==> src/rtl/rtc_bus_pkg.sv <==
// Shared definitions for the RTC bus-cycle generator.
//   state_t            : transaction FSM states (3-bit encoding)
//   RTC_T_SET/STB/HOLD : default setup / strobe / hold dwell, in cycles
//   RTC_RD / RTC_WR    : values of the rw direction input
//   dwell()            : cycles spent in a given state for a timing set
package rtc_bus_pkg;

  typedef enum logic [2:0] {
    ST_IDLE,
    ST_A_SET,
    ST_A_STB,
    ST_A_HOLD,
    ST_D_SET,
    ST_D_STB,
    ST_D_HOLD,
    ST_DONE
  } state_t;

  localparam int unsigned RTC_T_SET  = 2;
  localparam int unsigned RTC_T_STB  = 8;
  localparam int unsigned RTC_T_HOLD = 2;

  localparam logic RTC_RD = 1'b1;
  localparam logic RTC_WR = 1'b0;

  function automatic int unsigned dwell(input state_t s, input int unsigned t_set,
                                        input int unsigned t_stb, input int unsigned t_hold);
    case (s)
      ST_A_SET,  ST_D_SET:  return t_set;
      ST_A_STB,  ST_D_STB:  return t_stb;
      ST_A_HOLD, ST_D_HOLD: return t_hold;
      default:              return 1;
    endcase
  endfunction

endpackage

==> src/rtl/rtc_bus_ctrl_phase_timer.sv <==
// phase_timer: loadable down-counter timing one FSM state's dwell.
//   clk, reset : clock, asynchronous active-low reset
//   load       : load value (dwell - 1) into the counter
//   value      : reload value
//   expired    : counter has reached zero (last cycle of the dwell)
module phase_timer #(
  parameter int unsigned MAX = 8,
  localparam int unsigned W  = (MAX > 1) ? $clog2(MAX) : 1
) (
  input  logic         clk,
  input  logic         reset,
  input  logic         load,
  input  logic [W-1:0] value,
  output logic         expired
);

  logic [W-1:0] count;

  always_ff @(posedge clk or negedge reset) begin
    if (!reset) begin
      count <= '0;
    end else if (load) begin
      count <= value;
    end else if (count != '0) begin
      count <= count - 1'b1;
    end
  end

  assign expired = (count == '0);

endmodule

==> src/rtl/rtc_bus_ctrl.sv <==
// rtc_bus_ctrl: two-phase (address, then data) bus-cycle generator for the
// RTC chip's multiplexed A/D bus.
//   clk, reset          : clock, asynchronous active-low reset
//   start, rw           : request pulse (sampled in IDLE), 1 = read / 0 = write
//   addr, wdata         : register address and write datum, latched on start
//   ad_in               : bus value from the pad
//   ad_out, ad_oe       : bus drive value and pad output enable
//   cs_n, ad_sel        : chip select (low), 0 = address / 1 = data phase
//   wr_n, rd_n          : write / read strobes, active low
//   rdata               : last byte read
//   busy, done          : transaction in progress, one-cycle completion pulse
module rtc_bus_ctrl
  import rtc_bus_pkg::*;
#(
  parameter int unsigned T_SET  = RTC_T_SET,
  parameter int unsigned T_STB  = RTC_T_STB,
  parameter int unsigned T_HOLD = RTC_T_HOLD
) (
  input  logic       clk,
  input  logic       reset,
  input  logic       start,
  input  logic       rw,
  input  logic [7:0] addr,
  input  logic [7:0] wdata,
  input  logic [7:0] ad_in,
  output logic [7:0] ad_out,
  output logic       ad_oe,
  output logic       cs_n,
  output logic       ad_sel,
  output logic       wr_n,
  output logic       rd_n,
  output logic [7:0] rdata,
  output logic       busy,
  output logic       done
);

  localparam int unsigned T_MAX0 = (T_SET > T_STB) ? T_SET : T_STB;
  localparam int unsigned T_MAX  = (T_MAX0 > T_HOLD) ? T_MAX0 : T_HOLD;
  localparam int unsigned TW     = (T_MAX > 1) ? $clog2(T_MAX) : 1;

  state_t          state, next_state;
  logic            expired;
  logic            tmr_load;
  logic [TW-1:0]   tmr_value;
  logic [7:0]      addr_q, wdata_q;
  logic            rw_q;
  logic [7:0]      op_addr, op_wdata;
  logic            op_rw;

  logic [7:0]      ad_out_d;
  logic            ad_oe_d, cs_n_d, ad_sel_d, wr_n_d, rd_n_d, busy_d, done_d;

  phase_timer #(.MAX(T_MAX)) u_timer (
    .clk     (clk),
    .reset   (reset),
    .load    (tmr_load),
    .value   (tmr_value),
    .expired (expired)
  );

  // Outputs are registered from next_state, so on the accepting edge the
  // request must come straight from the inputs rather than the latches.
  assign op_addr  = (state == ST_IDLE) ? addr  : addr_q;
  assign op_wdata = (state == ST_IDLE) ? wdata : wdata_q;
  assign op_rw    = (state == ST_IDLE) ? rw    : rw_q;

  always_comb begin
    next_state = state;
    case (state)
      ST_IDLE:   if (start)   next_state = ST_A_SET;
      ST_A_SET:  if (expired) next_state = ST_A_STB;
      ST_A_STB:  if (expired) next_state = ST_A_HOLD;
      ST_A_HOLD: if (expired) next_state = ST_D_SET;
      ST_D_SET:  if (expired) next_state = ST_D_STB;
      ST_D_STB:  if (expired) next_state = ST_D_HOLD;
      ST_D_HOLD: if (expired) next_state = ST_DONE;
      ST_DONE:   next_state = ST_IDLE;
      default:   next_state = ST_IDLE;
    endcase
  end

  assign tmr_load  = (next_state != state);
  assign tmr_value = TW'(dwell(next_state, T_SET, T_STB, T_HOLD) - 1);

  always_comb begin
    ad_out_d = '0;
    ad_oe_d  = 1'b0;
    cs_n_d   = 1'b1;
    ad_sel_d = 1'b0;
    wr_n_d   = 1'b1;
    rd_n_d   = 1'b1;
    busy_d   = 1'b0;
    done_d   = 1'b0;
    case (next_state)
      ST_A_SET, ST_A_STB, ST_A_HOLD: begin
        cs_n_d   = 1'b0;
        ad_oe_d  = 1'b1;
        ad_out_d = op_addr;
        busy_d   = 1'b1;
        wr_n_d   = (next_state != ST_A_STB);
      end
      ST_D_SET, ST_D_STB, ST_D_HOLD: begin
        cs_n_d   = 1'b0;
        ad_sel_d = 1'b1;
        busy_d   = 1'b1;
        if (op_rw == RTC_WR) begin
          ad_oe_d  = 1'b1;
          ad_out_d = op_wdata;
          wr_n_d   = (next_state != ST_D_STB);
        end else begin
          rd_n_d   = (next_state != ST_D_STB);
        end
      end
      ST_DONE: begin
        busy_d = 1'b1;
        done_d = 1'b1;
      end
      default: ;
    endcase
  end

  always_ff @(posedge clk or negedge reset) begin
    if (!reset) begin
      state   <= ST_IDLE;
      addr_q  <= '0;
      wdata_q <= '0;
      rw_q    <= RTC_WR;
      rdata   <= '0;
      ad_out  <= '0;
      ad_oe   <= 1'b0;
      cs_n    <= 1'b1;
      ad_sel  <= 1'b0;
      wr_n    <= 1'b1;
      rd_n    <= 1'b1;
      busy    <= 1'b0;
      done    <= 1'b0;
    end else begin
      state  <= next_state;
      ad_out <= ad_out_d;
      ad_oe  <= ad_oe_d;
      cs_n   <= cs_n_d;
      ad_sel <= ad_sel_d;
      wr_n   <= wr_n_d;
      rd_n   <= rd_n_d;
      busy   <= busy_d;
      done   <= done_d;
      if (state == ST_IDLE && start) begin
        addr_q  <= addr;
        wdata_q <= wdata;
        rw_q    <= rw;
      end
      if (state == ST_D_STB && expired && rw_q == RTC_RD) begin
        rdata <= ad_in;
      end
    end
  end

endmodule

==> config.mk <==
export PLATFORM = sky130hd
export DESIGN_NAME = rtc_bus_ctrl
export DESIGN_NICKNAME = d
export VERILOG_FILES = /design/src/rtl/rtc_bus_pkg.sv /design/src/rtl/rtc_bus_ctrl_phase_timer.sv /design/src/rtl/rtc_bus_ctrl.sv
export SDC_FILE = /design/constraint.sdc
export NUM_CORES = 1
export LEC_CHECK = 0
export ABC_AREA = 1
export CAP_MARGIN = 15
export CORE_MARGIN = 2
export CORE_UTILIZATION = 45
export CTS_BUF_LIST = sky130_fd_sc_hd__clkbuf_8
export CTS_CLUSTER_SIZE = 25
export DETAILED_ROUTE_END_ITERATION = 10
export PLACE_DENSITY = 0.74
export SETUP_SLACK_MARGIN = 0.4
export SYNTH_ARGS = -nofsm -noshare
export SYNTH_HDL_FRONTEND = slang
export SYNTH_SLANG_ARGS = --single-unit
==> constraint.sdc <==
create_clock -name clk -period 2.25 [get_ports clk]
set_clock_uncertainty 0.15 [all_clocks]
set_input_delay 0.225 -clock clk [delete_from_list [all_inputs] [get_ports clk]]
set_output_delay 0.225 -clock clk [all_outputs]
set_load 0.05 [all_outputs]
==> results of run 1 <==
[final cells by class]
cell class,count,share of cell area (%)
clock buffer,5,2.22
clock inverter,3,0.483
inverter,37,4.71
multi-input combinational,153,30.2
sequential,46,37.3
tap,52,2.10
timing repair buffer,75,23.0
[worst register-to-register path, cell delays in order, from the launching register on]
cell	delay, ns
dfrtp_1	0.42
nor2_4	0.16
nand2_4	0.11
nand3_4	0.11
nand2_4	0.08
buf_6	0.12
nand2_2	0.06
nand2_1	0.06
nor2_1	0.10
nor2_1	0.06
ha_2	0.31
inv_2	0.03
nand2_2	0.05
inv_1	0.03
[layer usage]
layer	vias to the layer above	wire length [um]	global-route usage, %
li1	923	-	-
met1	878	1940	21.5
met2	64	2590	33.6
met3	9	323	4.72
met4	0	99	7.97
met5	-	0	0
[flip-flops by register name, summed over array words and instances, names as in the netlist, 3 cells and up]
name / flops
state: 3
u_timer.count: 3
addr_q: 8
rdata: 8
ad_out: 8
wdata_q: 8
[through the flow]
| stage | hold slack, ns | power, W |
|---|---|---|
| after floorplan | -0.221 | 0.00313 |
| after global placement | 0.153 | 0.00375 |
| after detailed placement | 0.157 | 0.00381 |
| after CTS | 0.338 | 0.00454 |
| after global routing | 0.362 | 0.00542 |
| final | 0.333 | 0.00506 |
[where the power goes]
part	switching, W	internal, W	leakage, nW
clock	0.000273	0.000211	0.0467
sequential	0.000220	0.00122	0.556
combinational	0.00193	0.00121	0.936
[cells in the mapped netlist, drive strengths merged]
library cell   n
nand2         69
dfstp          3
nor2          12
dfrtp         43
nand3          9
mux2           8
buf            3
nand4          1
inv           37
nor4           1
ha             1
o21ai         46
a21oi          4
clkbuf         4
o211ai         1
[logic make-up after synthesis]
| logic type | count (synthesis) | synth area share, % |
|---|---|---|
| DFF | 46 | 55.0 |
| AOI/OAI and AO/OA | 51 | 13.7 |
| muxes | 8 | 4.29 |
| adders and majority gates | 1 | 0.595 |
| buffers and inverters | 44 | 8.16 |
| and+or+nand+nor | 92 | 18.3 |
[timing repair]
item / in CTS / in global routing
buffers inserted: 11 / 9
hold buffers: 1 / 0
setup endpoints to repair: 5 / 19
pin swaps: 12 / 18
cloned: 0 / 1
hold endpoints to repair: 25 / 0
gates resized for setup: 21 / 43
[path summary, 6_finish.rpt]
path,start,end,slack (ns),cells past startpoint
worst max-delay path,u_timer.count[2]$_DFFE_PN0P_,u_timer.count[1]$_DFFE_PN0P_,0.31,13
worst min-delay path,reset,rdata[3]$_DFFE_PN0P_,0.33,2
worst max register to register,u_timer.count[2]$_DFFE_PN0P_,u_timer.count[1]$_DFFE_PN0P_,0.31,13
worst min register to register,addr_q[2]$_DFFE_PN0P_,addr_q[2]$_DFFE_PN0P_,0.34,2
max in group asynchronous,reset,state[2]$_DFF_PN0_,1.01,3
min in group clk,addr_q[2]$_DFFE_PN0P_,addr_q[2]$_DFFE_PN0P_,0.34,2
==> reports/results.ini, run 1 <==
[status]
status=finished clean

[critical_path]
start_kind=flop
worstPathArrival_ns=2.00
cp_data_required_time_ns=2.30
critical_path_class=reg -> reg
worstPathMaxFanout=5
crit_buf_inv=3
crit_family=simple AND/OR/NAND/NOR gates
path_cells=nor2_4 -> nand2_4 -> nand3_4 -> nand2_4 -> buf_6 -> nand2_2 -> nand2_1 -> nor2_1 -> nor2_1 -> ha_2 -> inv_2 -> nand2_2 -> inv_1
cp_slowest_cell=dfrtp_1
cpPeakStageDelay_ns=0.42
end_kind=flop

[timing]
slew_headroom_pct=56.1
fin_crit_ns=1.94
max_slew.worst_pin.slew_ns=0.659
finalHoldViolCount=0
fin_ws_ns=0.308
rsz0062_at_grt=true
finalSetupViolations=0
slew_viol_final=0
fin_setup_tns_ns=0
max_freq_ghz=0.515
period_share_pct=86.3

[global_routing]
overflow=0
grt_max_degree=34
antenna_found_initial=0
grt_pass1_wl_um=7650
grt_pass1_vias=1783
grt_usage_pct=18.9

[layout]
post-route-util_pct=70.4
finalNonFillerCells=371
finalInstanceArea_um2=3110
syn_to_final_growth_pct=47.8
ff_latch_area_um2=1160
layout_commonest_cell=nand2_1
antennaDiodeCount=0
most-common-layout-cells=56 x nand2_1, 40 x o21ai_0, 40 x dfrtp_1
multiInputGateArea_um2=937
drive_above_1_share_pct=28.2
fin_nets=347
fillers=345

[floorplan]
core_area_um2=4410
die_x_um=72.3
start_util_pct=47.6
num_rows=24
io_pins=51
die_height_um=72.3
dieArea_um2=5230

[synth]
syn_nets=271
yosys.area.top_type=dfrtp_1
ys_seq_area_share_pct=55.0
syn_avg_cell_area_um2=8.68
synth_area_leaders=dfrtp_1 51%, nand2_1 12%, o21ai_0 9.5%
yosysUniqueCellTypes=24
synth.cell_area_um2=2100
synth_warnings=0
synth_cells=242
synth-seq-cells=46
synth_top_area_share_pct=51.2

[worst_hold_path]
hold_class=in -> async

[clock_tree]
cts-htree-levels=2
tritoncts=yes
cts_root_buf=clkbuf_8
clock_latency_ns=0.30
cts_buffer_depth=2
cts_made_buffers=5
cts_sinks=46
clk_pin_slew_ns=0.08

[pwr]
ir_worst_vdd_mv=0.713
p_per_area_nw_per_um2=1630
p_leak_nw=1.54

[place]
placedInstanceArea_um2=2660
dp_hpwl_um=2970
place_inst=341
place_congestion=0.873
dp_slack_ns=0.176
portBuffers=50

[routing]
drc_errors=0
ant_nets=0
avgViaCountPerCell=5.05
wl_per_cell_um=13.4
firstDrtPassIters=4
via_count=1874
dr.first_iter.drc_count=140
wl_um=4950

[flow_run]
cap_violations=0

(Power assumes the default switching activity.)
==> inputs of run 2 (changes only) <==
--- a/config.mk
+++ b/config.mk
@@ -7,7 +7,6 @@
 export LEC_CHECK = 0
 export ABC_AREA = 1
 export CAP_MARGIN = 15
-export CORE_MARGIN = 2
 export CORE_UTILIZATION = 45
 export CTS_BUF_LIST = sky130_fd_sc_hd__clkbuf_8
 export CTS_CLUSTER_SIZE = 25
==> run 2 against run 1 <==
  * Die area shrank 5.5%
  * Highest routed layer unchanged
  * Global-route usage shrank 0.31 points
  * Critical path type unchanged
  * Critical path depth shrank 2
  * First-iteration DRC count shrank 26%
==> reports/results.ini, run 2 (synthesized netlist as in run 1, its figures left out) <==
[critical_path]
critical_path_class=reg -> reg  ; unchanged
worstPathMaxFanout=5  ; unchanged
r2r_start=state[1]$_DFF_PN0_  ; was u_timer.count[2]$_DFFE_PN0P_
worstPathArrival_ns=2.02  ; was 2.00 ns
cp_data_required_time_ns=2.29  ; was 2.30 ns
start_kind=flop  ; unchanged
end_kind=flop  ; unchanged
startpoint=state[1]$_DFF_PN0_  ; was u_timer.count[2]$_DFFE_PN0P_

[floorplan]
num_rows=24  ; unchanged
core_area_um2=4410  ; unchanged
dieArea_um2=4950  ; was 5230 um2
die_x_um=70.3  ; was 72.3 um
die_height_um=70.3  ; was 72.3 um
io_pins=51  ; unchanged
start_util_pct=47.6  ; unchanged

[layout]
antennaDiodeCount=0  ; unchanged
drive_above_1_share_pct=28.9  ; was 28.2%
finalInstanceArea_um2=3140  ; was 3110 um2
syn_to_final_growth_pct=49.5  ; was 47.8%
fin_nets=350  ; was 347
most-common-layout-cells=58 x nand2_1, 42 x dfrtp_1, 38 x clkdlybuf4s50_1  ; was 56 x nand2_1, 40 x o21ai_0, 40 x dfrtp_1
layout_commonest_cell=nand2_1  ; unchanged

[pwr]
ir_worst_vdd_mv=0.659  ; was 0.713 mV
switchingPower_w=0.00254  ; was 0.00243 W
power_frac_comb_pct=62.0  ; was 62.1%
switching_share_pct=47.5  ; was 48.0%
p_leak_nw=1.56  ; was 1.54 nW
p_int_w=0.00281  ; was 0.00264 W
p_per_area_nw_per_um2=1700  ; was 1630 nW/um2
pwr-share-clk_pct=11.6  ; was 9.6%
p_seq_share_pct=26.4  ; was 28.4%
power_w=0.00535  ; was 0.00506 W

[routing]
drc_errors=0  ; unchanged
wl_per_cell_um=14.5  ; was 13.4 um
ant_nets=0  ; unchanged
via_count=1933  ; was 1,874
wl_um=5440  ; was 4950 um
dr.first_iter.drc_count=104  ; was 140
avgViaCountPerCell=5.17  ; was 5.05
firstDrtPassIters=4  ; unchanged

[place]
place_congestion=0.821  ; was 0.873
placedInstanceArea_um2=2650  ; was 2660 um2
dp_hpwl_um=2770  ; was 2970 um
portBuffers=50  ; unchanged

[clock_tree]
cts-htree-levels=2  ; unchanged
cts_made_buffers=5  ; unchanged
clock_latency_ns=0.31  ; was 0.30 ns
tritoncts=yes  ; unchanged
cts_buffer_depth=2  ; unchanged
clk_pin_slew_ns=0.10  ; was 0.08 ns
cts_sinks=46  ; unchanged
cts_root_buf=clkbuf_8  ; unchanged

[global_routing]
grt_pass1_vias=1703  ; was 1,783
antenna_found_initial=0  ; unchanged
grt_max_degree=47  ; was 34
grt_usage_pct=18.6  ; was 18.9%
overflow=0  ; unchanged
grt_pass1_wl_um=7290  ; was 7650 um

[timing]
slew_viol_final=0  ; unchanged
max_freq_ghz=0.504  ; was 0.515 GHz
finalSetupViolations=0  ; unchanged
fin_setup_tns_ns=0  ; unchanged
max_slew.worst_pin.slew_ns=0.570  ; was 0.659 ns
slew_headroom_pct=62.0  ; was 56.1%
fin_crit_ns=1.98  ; was 1.94 ns
period_share_pct=88.2  ; was 86.3%
finalHoldViolCount=0  ; unchanged
rsz0062_at_grt=true  ; unchanged

[flow_run]
cap_violations=0  ; unchanged

[worst_hold_path]
hp-start=wdata_q[7]$_DFFE_PN0P_
hold_class=reg -> reg  ; was in -> async

[status]
status=finished clean  ; unchanged

-- run 2: cell count changes in the layout (fill, tap and decap cells not counted), sizes merged --
| cell | before | now |
|---|---|---|
| o21ai | 47 | 46 |
| clkinvlp | 1 | 2 |
| dlymetal6s2s | 7 | 8 |
| inv | 39 | 37 |
| a21oi | 4 | 5 |
| clkdlybuf4s50 | 39 | 38 |
| buf | 25 | 28 |
| bufinv | 0 | 1 |
-- run 2: per-stage QoR --
step	utilization, %	hold WS (ns)	setup WS [ns]	instances
after CTS	64.7	0.346	0.377	358
final	71.1	0.339	0.266	374
after global placement	60.1	0.199	0.230	340
after detailed placement	60.1	0.198	0.196	340
after global routing	71.1	0.367	0.208	374
after floorplan	-	-0.221	0.418	242
-- run 2: final cells by class --
cell class | instances | area, um2
multi-input combinational | 153 | 927
timing repair buffer | 78 | 732
inverter | 37 | 146
clock inverter | 3 | 45.0
clock buffer | 5 | 68.8
tap | 52 | 65.1
sequential | 46 | 1160
fill | 327 | 1270
-- run 2: critical path, cell delays in order (launching register included) --
cell	delay (ns)
dfrtp_1	0.44
inv_2	0.10
buf_4	0.15
nor4_4	0.33
nor2_2	0.06
nand2_2	0.08
nor2_2	0.04
nor2_2	0.17
ha_4	0.17
nand3_2	0.05
nand2_1	0.08
nor2_1	0.05
-- run 2: repair_timing --
| action | CTS | global route |
|---|---|---|
| hold buffers | 1 | 0 |
| endpoints found under the setup margin | 5 | 18 |
| setup buffers | 9 | 15 |
| pin swaps | 5 | 16 |
| gates resized for setup | 11 | 52 |
| cloned | 0 | 1 |
| endpoints found under the hold margin | 43 | 0 |
-- run 2: path summary, 6_finish.rpt --
check                      cells past startpoint  slack, ns                           end
max                                           11       0.27  u_timer.count[2]$_DFFE_PN0P_
min                                            2       0.34        wdata_q[7]$_DFFE_PN0P_
max reg2reg                                   11       0.27  u_timer.count[2]$_DFFE_PN0P_
min reg2reg                                    2       0.34        wdata_q[7]$_DFFE_PN0P_
max in group asynchronous                      3       1.17            state[0]$_DFF_PN0_
min in group asynchronous                      3       0.38              rw_q$_DFFE_PN0P_
-- run 2: routing by layer --
layer | part of all wire, % | track usage (%) | routed length, um
met1 | 41 | 22.5 | 2210
met2 | 50 | 31.5 | 2730
met4 | 2.5 | 8.22 | 136
met3 | 6.7 | 4.18 | 364
met5 | 0 | 0 | 0
-- run 2: power groups by stage --
stage               clock network, W  logic (W)  registers (W)
global route                0.000666    0.00356        0.00145
finish                      0.000620    0.00332        0.00141
global placement                   0    0.00235        0.00139
floorplan                          0    0.00118        0.00195
detailed placement                 0    0.00240        0.00140
CTS                         0.000630    0.00256        0.00139
==> inputs of run 3 (changes only) <==
--- a/config.mk
+++ b/config.mk
@@ -11,8 +11,9 @@
 export CTS_BUF_LIST = sky130_fd_sc_hd__clkbuf_8
 export CTS_CLUSTER_SIZE = 25
 export DETAILED_ROUTE_END_ITERATION = 10
-export PLACE_DENSITY = 0.74
+export PLACE_DENSITY = 0.72
 export SETUP_SLACK_MARGIN = 0.4
 export SYNTH_ARGS = -nofsm -noshare
 export SYNTH_HDL_FRONTEND = slang
+export SYNTH_HIERARCHICAL = 1
 export SYNTH_SLANG_ARGS = --single-unit
==> run 3 against run 2 <==
  * Area after synthesis up 16%
  * Wire length up 5.4%
  * Hold slack got worse by 0.064 ns
  * Synthesized cell count grew 16%
  * Register-to-register slack lost 0.10 ns
  * Non-clock buffer count is 1 higher
  * Worst setup slack got worse by 0.10 ns
  * Sequential cell count unchanged
  * Critical path type unchanged
  * Critical endpoint is now u_timer/count[1]$_DFFE_PN0P_
  * Largest cell class is now multi-input combinational cells
  * Highest routed layer unchanged
==> reports/results.ini, run 3 <==
[timing]
slew_viol_final=0  ; unchanged
slew_headroom_pct=65.6  ; was 62.0%
finalHoldViolCount=0  ; unchanged
fin_ws_ns=0.166  ; was 0.266 ns
fin_crit_ns=2.08  ; was 1.98 ns
rsz0062_at_grt=true  ; unchanged
period_share_pct=92.6  ; was 88.2%
finalSetupViolations=0  ; unchanged
max_slew.worst_pin.slew_ns=0.515  ; was 0.570 ns
max_freq_ghz=0.480  ; was 0.504 GHz
fin_setup_tns_ns=0  ; unchanged

[critical_path]
cp_data_required_time_ns=2.30  ; was 2.29 ns
crit_buf_inv=3  ; was 2
path_cells=inv_2 -> ha_4 -> inv_2 -> nor2_4 -> a21oi_2 -> nand2_2 -> nand3_4 -> inv_4 -> ha_4 -> a21boi_4 -> nand2_1 -> o21ai_1 -> nand2_1 -> nand2_1  ; was inv_2 -> buf_4 -> nor4_4 -> nor2_2 -> nand2_2 -> nor2_2 -> nor2_2 -> ha_4 -> nand3_2 -> nand2_1 -> nor2_1
end_kind=flop  ; unchanged
path_depth=14  ; was 11
cp_common_cell=nand2_1  ; was nor2_2
startpoint=u_timer/count[0]$_DFFE_PN0P_  ; was state[1]$_DFF_PN0_
worstPathArrival_ns=2.13  ; was 2.02 ns
cpPeakStageDelay_ns=0.41  ; was 0.44 ns
worstPathMaxFanout=6  ; was 5
r2r_start=u_timer/count[0]$_DFFE_PN0P_  ; was state[1]$_DFF_PN0_
start_kind=flop  ; unchanged
crit_family=simple AND/OR/NAND/NOR gates  ; unchanged
critical_path_class=reg -> reg  ; unchanged
cp_slowest_cell=dfrtp_1  ; unchanged
worst_r2r_path_depth=14  ; was 11

[routing]
firstDrtPassIters=4  ; unchanged
ant_nets=0  ; unchanged
via_count=2102  ; was 1,933
drc_errors=0  ; unchanged
wl_per_cell_um=13.4  ; was 14.5 um
dr.first_iter.drc_count=119  ; was 104
wl_um=5730  ; was 5440 um
avgViaCountPerCell=4.91  ; was 5.17

[synth]
synth_top_area_share_pct=44.0  ; was 51.2%
syn_avg_cell_area_um2=8.74  ; was 8.68 um2
postSynth.asyncResetShare_pct=100  ; unchanged
synth_common_cells=79 x nand2_1, 43 x dfrtp_1, 28 x inv_1, 28 x nand3_1, 20 x o21ai_0  ; was 66 x nand2_1, 43 x dfrtp_1, 40 x o21ai_0
synth_area_leaders=dfrtp_1 44%, nand2_1 12%, nand3_1 5.7%  ; was dfrtp_1 51%, nand2_1 12%, o21ai_0 9.5%
yosys.area.top_type=dfrtp_1  ; unchanged
synth.cell_area_um2=2450  ; was 2100 um2
syn_nets=311  ; was 271
synth_cells=280  ; was 242
ys_seq_area_share_pct=47.2  ; was 55.0%
synth_warnings=6  ; was 0
synth_most_common_cell=nand2_1  ; unchanged
synth_ff_type=dfrtp_1  ; unchanged
synth_edf_count=0  ; unchanged
yosysUniqueCellTypes=38  ; was 24
synth-seq-cells=46  ; unchanged

[floorplan]
num_rows=26  ; was 24
start_util_pct=47.3  ; was 47.6%
dieArea_um2=5740  ; was 4950 um2
io_pins=51  ; unchanged
core_area_um2=5170  ; was 4410 um2
die_height_um=75.7  ; was 70.3 um
die_x_um=75.7  ; was 70.3 um

[clock_tree]
tritoncts=yes  ; unchanged
cts_sinks=46  ; unchanged
clk_pin_slew_ns=0.09  ; was 0.10 ns
cts_buffer_depth=2  ; unchanged
cts-htree-levels=2  ; unchanged
clock_latency_ns=0.30  ; was 0.31 ns
cts_root_buf=clkbuf_8  ; unchanged
cts_made_buffers=5  ; unchanged

[layout]
drive_above_1_share_pct=37.2  ; was 28.9%
post-route-util_pct=71.2  ; was 71.1%
layout_commonest_cell=nand2_1  ; unchanged
fin_nets=388  ; was 350
antennaDiodeCount=0  ; unchanged
most-common-layout-cells=59 x nand2_1, 42 x dfrtp_1, 33 x clkdlybuf4s50_1  ; was 58 x nand2_1, 42 x dfrtp_1, 38 x clkdlybuf4s50_1
syn_to_final_growth_pct=50.5  ; was 49.5%

[place]
portBuffers=50  ; unchanged
dp_slack_ns=0.0490  ; was 0.196 ns
dp_hpwl_um=3330  ; was 2770 um
place_congestion=0.811  ; was 0.821

[global_routing]
grt_pass1_wl_um=8160  ; was 7290 um
grt_max_degree=47  ; unchanged
overflow=0  ; unchanged
antenna_found_initial=0  ; unchanged
grt_usage_pct=19.2  ; was 18.6%
grt_pass1_vias=1876  ; was 1,703

[flow_run]
cap_violations=0  ; unchanged

[worst_hold_path]
hold_class=in -> async  ; was reg -> reg

[status]
status=finished clean  ; unchanged

## run 3: metrics by stage
step / std cells / cell area [um2] / hold slack [ns]
after floorplan: 280 / 2480 / -0.221
after global placement: 393 / 3000 / 0.0754
after detailed placement: 393 / 3000 / 0.0787
after CTS: 419 / 3400 / 0.282
after global routing: 428 / 3680 / 0.320
final: 428 / 3680 / 0.274
## run 3: layout make-up
class | count | area, um2
Multi-Input combinational cell | 185 | 1360
Fill cell | 376 | 1490
Timing Repair Buffer | 79 | 820
Tap cell | 70 | 87.6
Clock inverter | 3 | 23.8
Inverter | 40 | 165
Sequential cell | 46 | 1160
Clock buffer | 5 | 68.8
## run 3: cells by family (layout without fill, tap and decap cells)
family | after synthesis | count (layout) | synth area share, %
xor+xnor | 1 | 1 | 0.358
flops | 46 | 46 | 47.2
simple gates | 135 | 137 | 26.9
mux | 8 | 8 | 3.68
buf+inv | 51 | 127 | 10.9
fa+ha+maj | 3 | 3 | 1.53
compound gates | 36 | 36 | 9.41
## run 3: path summary, 6_finish.rpt
path,endpoint,slack (ns)
worst min-delay path,u_timer/count[0]$_DFFE_PN0P_,0.27
min in group clk,rdata[1]$_DFFE_PN0P_,0.32
worst max-delay path,u_timer/count[1]$_DFFE_PN0P_,0.17
worst max register to register,u_timer/count[1]$_DFFE_PN0P_,0.17
worst min register to register,addr_q[5]$_DFFE_PN0P_,0.34
max in group asynchronous,wr_n$_DFF_PN1_,1.41
## run 3: timing repair
| item | CTS | global route |
|---|---|---|
| endpoints found under the setup margin | 25 | 38 |
| hold buffers | 1 | 0 |
| buffers inserted | 16 | 7 |
| gates cloned | 1 | 2 |
| pin swaps | 4 | 20 |
| hold endpoints to repair | 46 | 0 |
| resized for setup | 40 | 55 |
## run 3: worst reg2reg max path, stage by stage, from the launching register on
cell and delay [ns]:
dfrtp_1 0.41, inv_2 0.09, ha_4 0.14, inv_2 0.04, nor2_4 0.24, a21oi_2 0.08
nand2_2 0.12, nand3_4 0.11, inv_4 0.08, ha_4 0.19, a21boi_4 0.13, nand2_1 0.06
o21ai_1 0.06, nand2_1 0.06, nand2_1 0.04
## run 3: metal layers
layer  GRT usage (%)  vias up  share of wire (%)
met1            22.1      987                 41
met5               0        -                  0
met3            3.84       12                3.8
li1                -     1048                  -
met4            7.00        0                2.8
met2            35.0       55                 53
Power of run 3 is not shown: default switching activity piles up to over one toggle a cycle in this logic, so the estimate is an artifact.
